`src/rtl/ack_pkg.sv`:
```
// Shared constants, frame field offsets and frame builder for the round-robin ACK sender.
package ack_pkg;

    localparam int unsigned SEQ_W   = 32;
    localparam int unsigned APPID_W = 8;
    localparam int unsigned TDATA_W = 512;

    localparam int unsigned MAC_DEST_LSB = 0;
    localparam int unsigned MAC_SRC_LSB  = 48;
    localparam int unsigned ETHTYPE_LSB  = 96;
    localparam int unsigned IP_HDR_LSB   = 112;
    localparam int unsigned UDP_HDR_LSB  = 272;
    localparam int unsigned APPID_LSB    = 336;
    localparam int unsigned SEQ_LSB      = 344;
    localparam int unsigned ACK_BIT      = 376;
    localparam int unsigned SYN_BIT      = 377;

    localparam logic ACK_VAL = 1'b1;
    localparam logic SYN_VAL = 1'b0;

    typedef enum logic {
        ST_IDLE,
        ST_SEND
    } state_t;

    function automatic logic [TDATA_W-1:0] build_frame(
        input logic [47:0]        mac_dest,
        input logic [47:0]        mac_src,
        input logic [15:0]        ethtype,
        input logic [159:0]       ip_hdr,
        input logic [63:0]        udp_hdr,
        input logic [APPID_W-1:0] app_id,
        input logic [SEQ_W-1:0]   seq
    );
        logic [TDATA_W-1:0] f;
        f = '0;
        f[MAC_DEST_LSB +: 48]    = mac_dest;
        f[MAC_SRC_LSB  +: 48]    = mac_src;
        f[ETHTYPE_LSB  +: 16]    = ethtype;
        f[IP_HDR_LSB   +: 160]   = ip_hdr;
        f[UDP_HDR_LSB  +: 64]    = udp_hdr;
        f[APPID_LSB +: APPID_W]  = app_id;
        f[SEQ_LSB   +: SEQ_W]    = seq;
        f[ACK_BIT]               = ACK_VAL;
        f[SYN_BIT]               = SYN_VAL;
        return f;
    endfunction

endpackage

```
`src/rtl/ack_queue_rr_rr_pick.sv`:
```
// Round-robin priority select: first set pending bit at or after the pointer, wrapping.
module rr_pick #(
    parameter int unsigned N     = 4,
    parameter int unsigned PTR_W = 2
) (
    input  logic [N-1:0]     i_pending,
    input  logic [PTR_W-1:0] i_ptr,
    output logic             o_any,
    output logic [PTR_W-1:0] o_sel
);

    int unsigned w_idx;

    always_comb begin
        o_any = 1'b0;
        o_sel = '0;
        w_idx = 0;
        for (int unsigned k = 0; k < N; k++) begin
            w_idx = 32'(i_ptr) + k;
            if (w_idx >= N) begin
                w_idx = w_idx - N;
            end
            if (!o_any && i_pending[w_idx[PTR_W-1:0]]) begin
                o_any = 1'b1;
                o_sel = w_idx[PTR_W-1:0];
            end
        end
    end

endmodule

```
`src/rtl/ack_queue_rr.sv`:
```
// Cumulative-ACK sender for NUM_APPS libnet instances: per-app shadow seq, round-robin
// selection, keepalive re-flagging and a held AXI-S single-beat frame.
module ack_queue_rr
    import ack_pkg::*;
#(
    parameter int unsigned   NUM_APPS         = 4,
    parameter logic [7:0]    APP_ID_BASE      = 8'h00,
    parameter int unsigned   KEEPALIVE_CYCLES = 1024,
    parameter logic [47:0]   MAC_DEST         = 48'hA1B1C1D1E1F1,
    parameter logic [47:0]   MAC_SRC          = 48'h121212121212,
    parameter logic [15:0]   ETHTYPE          = 16'h0800,
    parameter logic [159:0]  IP_HDR           = {5{32'hAAAAAAAA}},
    parameter logic [63:0]   UDP_HDR          = 64'hBBBBBBBBBBBBBBBB,
    parameter logic [63:0]   TUSER_VAL        = 64'hFFFFFFFFFFFFFFFF
) (
    input  logic                      clk,
    input  logic                      resetn,
    input  logic [SEQ_W*NUM_APPS-1:0] seq_in,
    input  logic [NUM_APPS-1:0]       seq_valid,
    output logic [TDATA_W-1:0]        tx_tdata,
    output logic [63:0]               tx_tkeep,
    output logic                      tx_tvalid,
    output logic [63:0]               tx_tuser,
    output logic                      tx_tlast,
    input  logic                      tx_tready,
    output logic [31:0]               frames_sent
);

    localparam int unsigned PTR_W = (NUM_APPS > 1) ? $clog2(NUM_APPS) : 1;

    logic                 r_rst_meta;
    logic                 r_rst_n;
    state_t               r_state;
    logic [SEQ_W-1:0]     r_seq [NUM_APPS];
    logic [NUM_APPS-1:0]  r_pending;
    logic [PTR_W-1:0]     r_ptr;
    logic [PTR_W-1:0]     r_sel;
    logic [31:0]          r_ka;
    logic [31:0]          r_frames_sent;
    logic [TDATA_W-1:0]   r_tdata;
    logic [63:0]          r_tkeep;
    logic [63:0]          r_tuser;
    logic                 r_tvalid;
    logic                 r_tlast;

    logic                 w_any;
    logic [PTR_W-1:0]     w_sel;
    logic                 w_latch;
    logic                 w_hs;
    logic                 w_ka_fire;
    logic [NUM_APPS-1:0]  w_pending_nxt;
    logic [APPID_W-1:0]   w_app_id;
    logic [TDATA_W-1:0]   w_frame;

    // Assertion is immediate; release is retimed so every register leaves reset on the same edge.
    always_ff @(posedge clk or negedge resetn) begin
        if (!resetn) begin
            r_rst_meta <= 1'b0;
            r_rst_n    <= 1'b0;
        end else begin
            r_rst_meta <= 1'b1;
            r_rst_n    <= r_rst_meta;
        end
    end

    rr_pick #(
        .N     (NUM_APPS),
        .PTR_W (PTR_W)
    ) u_rr_pick (
        .i_pending (r_pending),
        .i_ptr     (r_ptr),
        .o_any     (w_any),
        .o_sel     (w_sel)
    );

    assign w_latch   = (r_state == ST_IDLE) && w_any;
    assign w_hs      = (r_state == ST_SEND) && tx_tready;
    assign w_ka_fire = (KEEPALIVE_CYCLES != 0) && (r_ka == 32'(KEEPALIVE_CYCLES - 1));
    assign w_app_id  = APP_ID_BASE + APPID_W'(w_sel);
    assign w_frame   = build_frame(MAC_DEST, MAC_SRC, ETHTYPE, IP_HDR, UDP_HDR,
                                   w_app_id, r_seq[w_sel]);

    // Set sources are applied after the latch clear so a same-cycle update re-arms the app.
    always_comb begin
        w_pending_nxt = r_pending;
        if (w_latch) begin
            w_pending_nxt[w_sel] = 1'b0;
        end
        if (w_ka_fire) begin
            w_pending_nxt = '1;
        end
        w_pending_nxt = w_pending_nxt | seq_valid;
    end

    always_ff @(posedge clk or negedge r_rst_n) begin
        if (!r_rst_n) begin
            r_pending <= '0;
            for (int unsigned i = 0; i < NUM_APPS; i++) begin
                r_seq[i] <= '0;
            end
        end else begin
            r_pending <= w_pending_nxt;
            for (int unsigned i = 0; i < NUM_APPS; i++) begin
                if (seq_valid[i]) begin
                    r_seq[i] <= seq_in[SEQ_W*i +: SEQ_W];
                end
            end
        end
    end

    always_ff @(posedge clk or negedge r_rst_n) begin
        if (!r_rst_n) begin
            r_ka <= '0;
        end else if (w_hs || w_ka_fire) begin
            r_ka <= '0;
        end else if (KEEPALIVE_CYCLES != 0) begin
            r_ka <= r_ka + 32'd1;
        end
    end

    always_ff @(posedge clk or negedge r_rst_n) begin
        if (!r_rst_n) begin
            r_state       <= ST_IDLE;
            r_tvalid      <= 1'b0;
            r_tlast       <= 1'b0;
            r_tdata       <= '0;
            r_tkeep       <= '0;
            r_tuser       <= '0;
            r_sel         <= '0;
            r_ptr         <= '0;
            r_frames_sent <= '0;
        end else begin
            case (r_state)
                ST_IDLE: begin
                    if (w_any) begin
                        r_tdata  <= w_frame;
                        r_tkeep  <= '1;
                        r_tuser  <= TUSER_VAL;
                        r_tlast  <= 1'b1;
                        r_tvalid <= 1'b1;
                        r_sel    <= w_sel;
                        r_state  <= ST_SEND;
                    end
                end
                ST_SEND: begin
                    if (tx_tready) begin
                        r_tvalid      <= 1'b0;
                        r_tlast       <= 1'b0;
                        r_ptr         <= (r_sel == PTR_W'(NUM_APPS - 1)) ? '0 : r_sel + 1'b1;
                        r_frames_sent <= r_frames_sent + 32'd1;
                        r_state       <= ST_IDLE;
                    end
                end
                default: r_state <= ST_IDLE;
            endcase
        end
    end

    assign tx_tdata    = r_tdata;
    assign tx_tkeep    = r_tkeep;
    assign tx_tvalid   = r_tvalid;
    assign tx_tuser    = r_tuser;
    assign tx_tlast    = r_tlast;
    assign frames_sent = r_frames_sent;

endmodule

```
`config.mk`:
```
export PLATFORM = sky130hd
export DESIGN_NAME = ack_queue_rr
export DESIGN_NICKNAME = d
export VERILOG_FILES = /design/src/rtl/ack_pkg.sv /design/src/rtl/ack_queue_rr_rr_pick.sv /design/src/rtl/ack_queue_rr.sv
export SDC_FILE = /design/constraint.sdc
export NUM_CORES = 1
export LEC_CHECK = 0
export CORE_AREA = 3 3 312 314
export CTS_BUF_LIST = sky130_fd_sc_hd__clkbuf_4 sky130_fd_sc_hd__clkbuf_8
export CTS_CLUSTER_DIAMETER = 50
export DETAILED_ROUTE_END_ITERATION = 8
export DIE_AREA = 0 0 315 317
export GPL_ROUTABILITY_DRIVEN = 0
export MAX_ROUTING_LAYER = met4
export PLACE_DENSITY_LB_ADDON = 0.1
export SLEW_MARGIN = 25
export SYNTH_ARGS = -nofsm -noshare
export SYNTH_HDL_FRONTEND = slang
export SYNTH_SLANG_ARGS = --single-unit
```
`constraint.sdc`:
```
create_clock -name clk -period 8.2 [get_ports clk]
set_input_delay 1.64 -clock clk [delete_from_list [all_inputs] [get_ports clk]]
set_output_delay 1.64 -clock clk [all_outputs]
set_load 0.01 [all_outputs]
```
# == Yosys cells after proc, flatten, opt, wreduce, memory -nomap -nowiden ==
# Cells that the tools add are included.
# classes
add_sub_neg,10
magnitude_cmp,11
n_eq_ne,4
mux,35
n_bitwise,5
reduce_logical,13
# op_table
cell,count
two-way mux 32 bit,3
"adder 32 x 1 -> 32 bit, second input constant",2
binary-select mux 32 bit (select 2 bit),1
"equality test 32 x 10 -> 1 bit, second input constant",1
two-way mux 2 bit,9
"less-than comparator 2 x 3 -> 1 bit, second input constant",5
two-way mux 1 bit,13
">= comparator 3 bit, second input constant",4
binary-select mux 1 bit (select 2 bit),4
two-way mux 4 bit,2
"subtractor 2 x 1 -> 2 bit, second input constant",4
"adder 2 x 2 -> 3 bit, second input constant",2
logical AND 1 bit,6
AND reduction 2 bit,3
bitwise AND 4 bit,1
"inequality test 2 bit, second input constant",2
NOT 4 bit,1
OR 4 bit,1
case mux 1 bit (2 select lines),2
"adder 2 x 1 -> 3 bit, second input constant",1
">= comparator 2 x 3 -> 1 bit, second input constant",1
zero test 1 bit,3
NOT 2 -> 3 bit,1
"adder 2 x 1 -> 2 bit, second input constant",1
5 further kinds,5
# totals
register_bits,404
word_cells,93

# == Longest topological paths before layout ==
# logic_depth
depth_word,23
depth_mapped,8
depth_no_buf,6

# == Modules after synthesis ==
# A second synthesis with hierarchy kept.
# hier_totals
hier_cells,1417
hier_area_um2,14859.3
# modules_own_cells
module,n_inst,cells_per_inst,area_each_um2,seq_area_each_um2
ack_queue_rr,1,1402,14781.7,5930.7
rr_pick,1,15,77.6,0.0

# == Worst setup path before layout ==
# No wires, ideal clock.
# synth_path
kind,reg-to-output
from,register tx_tdata[335] (netlist name)
to,output port tx_tdata[107]
t_arrival_ps,5327
setup_slack_ps,1233
stages_incl_launch_ff,2
n_path_buf,1
cell_sequence,dfrtp_1 -> buf_4
# synth_rtl
element,line,source
end: declaration,ack_queue_rr.sv:20,"output logic [TDATA_W-1:0] tx_tdata,"

==> impl_metrics.toml <==
[outcome]
outcome = "completed"

[timing]
final.setup_skew_ps = 60.4
timing.setup.tns_ps = 0
finalCritPeriodShare = 0.571
finalMaxSlewViolations = 0
fin_crit_ps = 4680
rsz0062_at_grt = "false"
fmaxAchievable_ghz = 0.214
max_slew_headroom_at_the_worst_pin = 0.305
tightestPinTransition_ps = 1040
hold_violations = 0
setup_viol = 0

[power]
pwr-share-clk = 0.388
power.density_cell_area_nw_per_um2 = 216
report.power.total_uw = 4240
cellInternalPower_uw = 2840
power_frac_seq = 0.348
p_leak_uw = 0.00837
comb_pwr_share = 0.264
p_sw_uw = 1400
netSwitchingFraction = 0.329
vdd_ir_drop_max_uv = 123

[layout]
seqCellArea_um2 = 5940
multi_input_area_um2 = 5590
fin_area_um2 = 19600
num-nets-final = 1857
area_growth_syn_to_layout_pct = 29.8
filler_cell_count = 10378
drive_above_1_share = 0.150

[logic_synthesis]
part_of_the_yosys_area_used_for_sequential_elements = 0.393
netlist_area_um2 = 15100
synth-edff-count = 0
yosys_warnings = 0
area_contributors_post_synth = "sky130_fd_sc_hd__dfrtp_1 39%, sky130_fd_sc_hd__buf_4 30%, sky130_fd_sc_hd__mux2_2 9.6%"
post_syn_instances = 1501
leading_cell_type_by_number_of_instances_after_synthesis = "sky130_fd_sc_hd__buf_4"
dominantRegCellSynth = "sky130_fd_sc_hd__dfrtp_1"
synth_xor_xnor_area_share = 0.0331
synth_compound_gate_area_share = 0.0550
synth_top_area_frac = 0.393
synth-seq-cells = 237
avgSynthCellArea_um2 = 10.1
synth_top_cell_by_area = "sky130_fd_sc_hd__dfrtp_1"
synth.area.mux_share = 0.118
yosys.area_share.adder = 0.00249
async_reset_ff_frac = 1.00
dominant_combinational_cell_family_by_area_after_synthesis = "buffers and inverters"
netlist_top_cells_count = "606 x sky130_fd_sc_hd__buf_4, 237 x sky130_fd_sc_hd__dfrtp_1, 129 x sky130_fd_sc_hd__mux2_2"
yosysUniqueCellTypes = 41
post_synth_simple_gate_area = 0.0797

[die]
die_span_in_x_um = 315
i_o_pins = 809
floorplan.initialDensity = 0.159
rows = 113
core_area_um2 = 94900
die-area_um2 = 99900
die_h_um = 317

[critical_path]
path_buf_inv = 2
critical_path.slowest_cell = "sky130_fd_sc_hd__dfrtp_4"
path_max_fanout = 238
critical-path-top-delay-family = "buffers and inverters"
critical_path_required_ps = 6560
timing_worst_setup_path_type = "reg2out"
critical_path_arrival_ps = 3040
setup.reg_to_reg.worst_slack_ps = 5500
critPathMaxStageDelay_ps = 830
timing.critical_path.to_type = "primary output"
worstPathCellList = "buf_12, clkdlybuf4s50_1"
start_kind = "flip-flop"

[placement]
hpwlAfterDp_um = 33300
io_buffer_count = 495
placed_area_um2 = 18200

[clock_network]
post_cts_resized = 0
clkLatencyLatePin_ps = 640
clkSlewWorstSetupHoldPaths_ps = 50
cts_setup_buffers = 0
clock_tree.root_cell = "sky130_fd_sc_hd__clkbuf_8"
cts.sink_count = 237
clock_path_buffers = 3
numCtsBuffers = 56
postCtsHoldBufs = 0
cts.htree.levels = 2
tritoncts = "built"

[drt]
totalWireLength_um = 49200
drt_iter0_markers = 330
post_drt_via_cell_ratio = 3.24
detailroute.via_count = 9864
average_routed_wire_per_standard_cell_um = 16.2
route.antenna.remaining_nets = 0
first_pass_iters = 6
drc = 0

[global_routing]
antenna_found_initial = 16
grt_pass1_wl_um = 69300
grt_start_max_net_pins = 239
overflow = 0
grt_pass1_vias = 10143
track_usage = 0.0948

[flow_run]
max_cap_violations = 0

[worst_hold_path]
hold_class = "reg2async"
[logic make-up after synthesis]
logic type / count (synthesis)
AND/OR/NAND/NOR: 249
other: 2
AO/OA/AOI/OAI: 120
flip-flops: 237
XOR/XNOR: 57
multiplexers: 162
buffers and inverters: 671
adder cells (fa/ha/maj): 3
[worst paths after layout]
path | startpoint | endpoint | cells past startpoint
worst max-delay path | tx_tdata[335]$_DFFE_PN0P_ | tx_tkeep[15] | 2
worst min-delay path | r_rst_n$_DFF_PN0_ | r_seq[25]$_DFFE_PN0P_ | 0
worst max register to register | r_ptr[1]$_DFFE_PN0P_ | tx_tdata[350]$_DFFE_PN0P_ | 7
worst min register to register | r_rst_n$_DFF_PN0_ | r_seq[25]$_DFFE_PN0P_ | 0
max in group asynchronous | r_rst_n$_DFF_PN0_ | frames_sent[13]$_DFFE_PN0P_ | 2
min in group clk | r_rst_meta$_DFF_PN0_ | r_rst_n$_DFF_PN0_ | 0
[state kept, by name, indices dropped and copies added, names as in the netlist]
signal and count:
tx_tdata 34, frames_sent 32, tx_tlast 1, r_rst_meta 1, r_ka 32, r_state 1
r_pending 4, r_rst_n 1, r_seq 128, r_ptr 2, r_sel 1
[layout by cell type (no fill, tap or decap), types with 3 or more instances in the layout]
master,instances
sky130_fd_sc_hd__bufinv_16,6
sky130_fd_sc_hd__conb_1,314
sky130_fd_sc_hd__clkinvlp_4,4
sky130_fd_sc_hd__buf_2,3
sky130_fd_sc_hd__ha_1,3
sky130_fd_sc_hd__a21oi_1,6
sky130_fd_sc_hd__clkinv_2,4
sky130_fd_sc_hd__o21ai_0,39
sky130_fd_sc_hd__clkbuf_4,15
sky130_fd_sc_hd__mux2_2,129
sky130_fd_sc_hd__or3_1,5
sky130_fd_sc_hd__o211ai_1,32
sky130_fd_sc_hd__and4_1,5
sky130_fd_sc_hd__nor2_1,53
sky130_fd_sc_hd__clkbuf_8,70
sky130_fd_sc_hd__nor4_1,11
sky130_fd_sc_hd__nand3_1,54
sky130_fd_sc_hd__or2_2,3
sky130_fd_sc_hd__nand2_1,70
sky130_fd_sc_hd__mux2i_1,33
sky130_fd_sc_hd__dfrtp_1,235
sky130_fd_sc_hd__xnor2_1,29
sky130_fd_sc_hd__inv_1,9
sky130_fd_sc_hd__diode_2,14
sky130_fd_sc_hd__nor3_1,7
sky130_fd_sc_hd__clkdlybuf4s50_1,491
sky130_fd_sc_hd__a211o_1,33
sky130_fd_sc_hd__xor2_1,28
sky130_fd_sc_hd__and2_1,3
sky130_fd_sc_hd__nand4_1,19
sky130_fd_sc_hd__buf_4,13
sky130_fd_sc_hd__and3_1,9
[layout make-up]
class                   count  area share
well taps                1265      0.0808
flip-flops and latches    237       0.303
repair buffers            510       0.260
multi-input cells         905       0.285
diodes                     14     0.00179
inverters                   9     0.00172
clock inverters            15      0.0126
clock buffers              85      0.0549
[metal layers]
layer  up-vias  routed length [um]  GRT usage
met2       462               24600      0.162
met5         -                   0          -
met4         0                 864     0.0229
met3        64                5150     0.0389
li1       4579                   -          -
met1      4759               18600      0.102
[through the flow]
step | instances | util | hold WS (ps) | setup WS, ps
after detailed placement | 2925 | 0.192 | 336 | 4030
final | 3040 | 0.207 | 330 | 3520
after global placement | 2925 | 0.192 | 333 | 4080
after CTS | 3025 | 0.206 | 350 | 3320
after floorplan | 1813 | - | 331 | 1110
after global routing | 3040 | 0.207 | 353 | 3250
[power groups by stage]
stage          Sequential [uW]  Clock [uW]  Combinational (uW)
4_1_cts                   1480        1740                1170
6_report                  1470        1640                1120
5_1_grt                   1500        1790                1250
2_1_floorplan             1510           0                 669
3_3_place_gp              1490           0                1160
3_5_place_dp              1500           0                1170
Power figures use the tool's default switching activity.
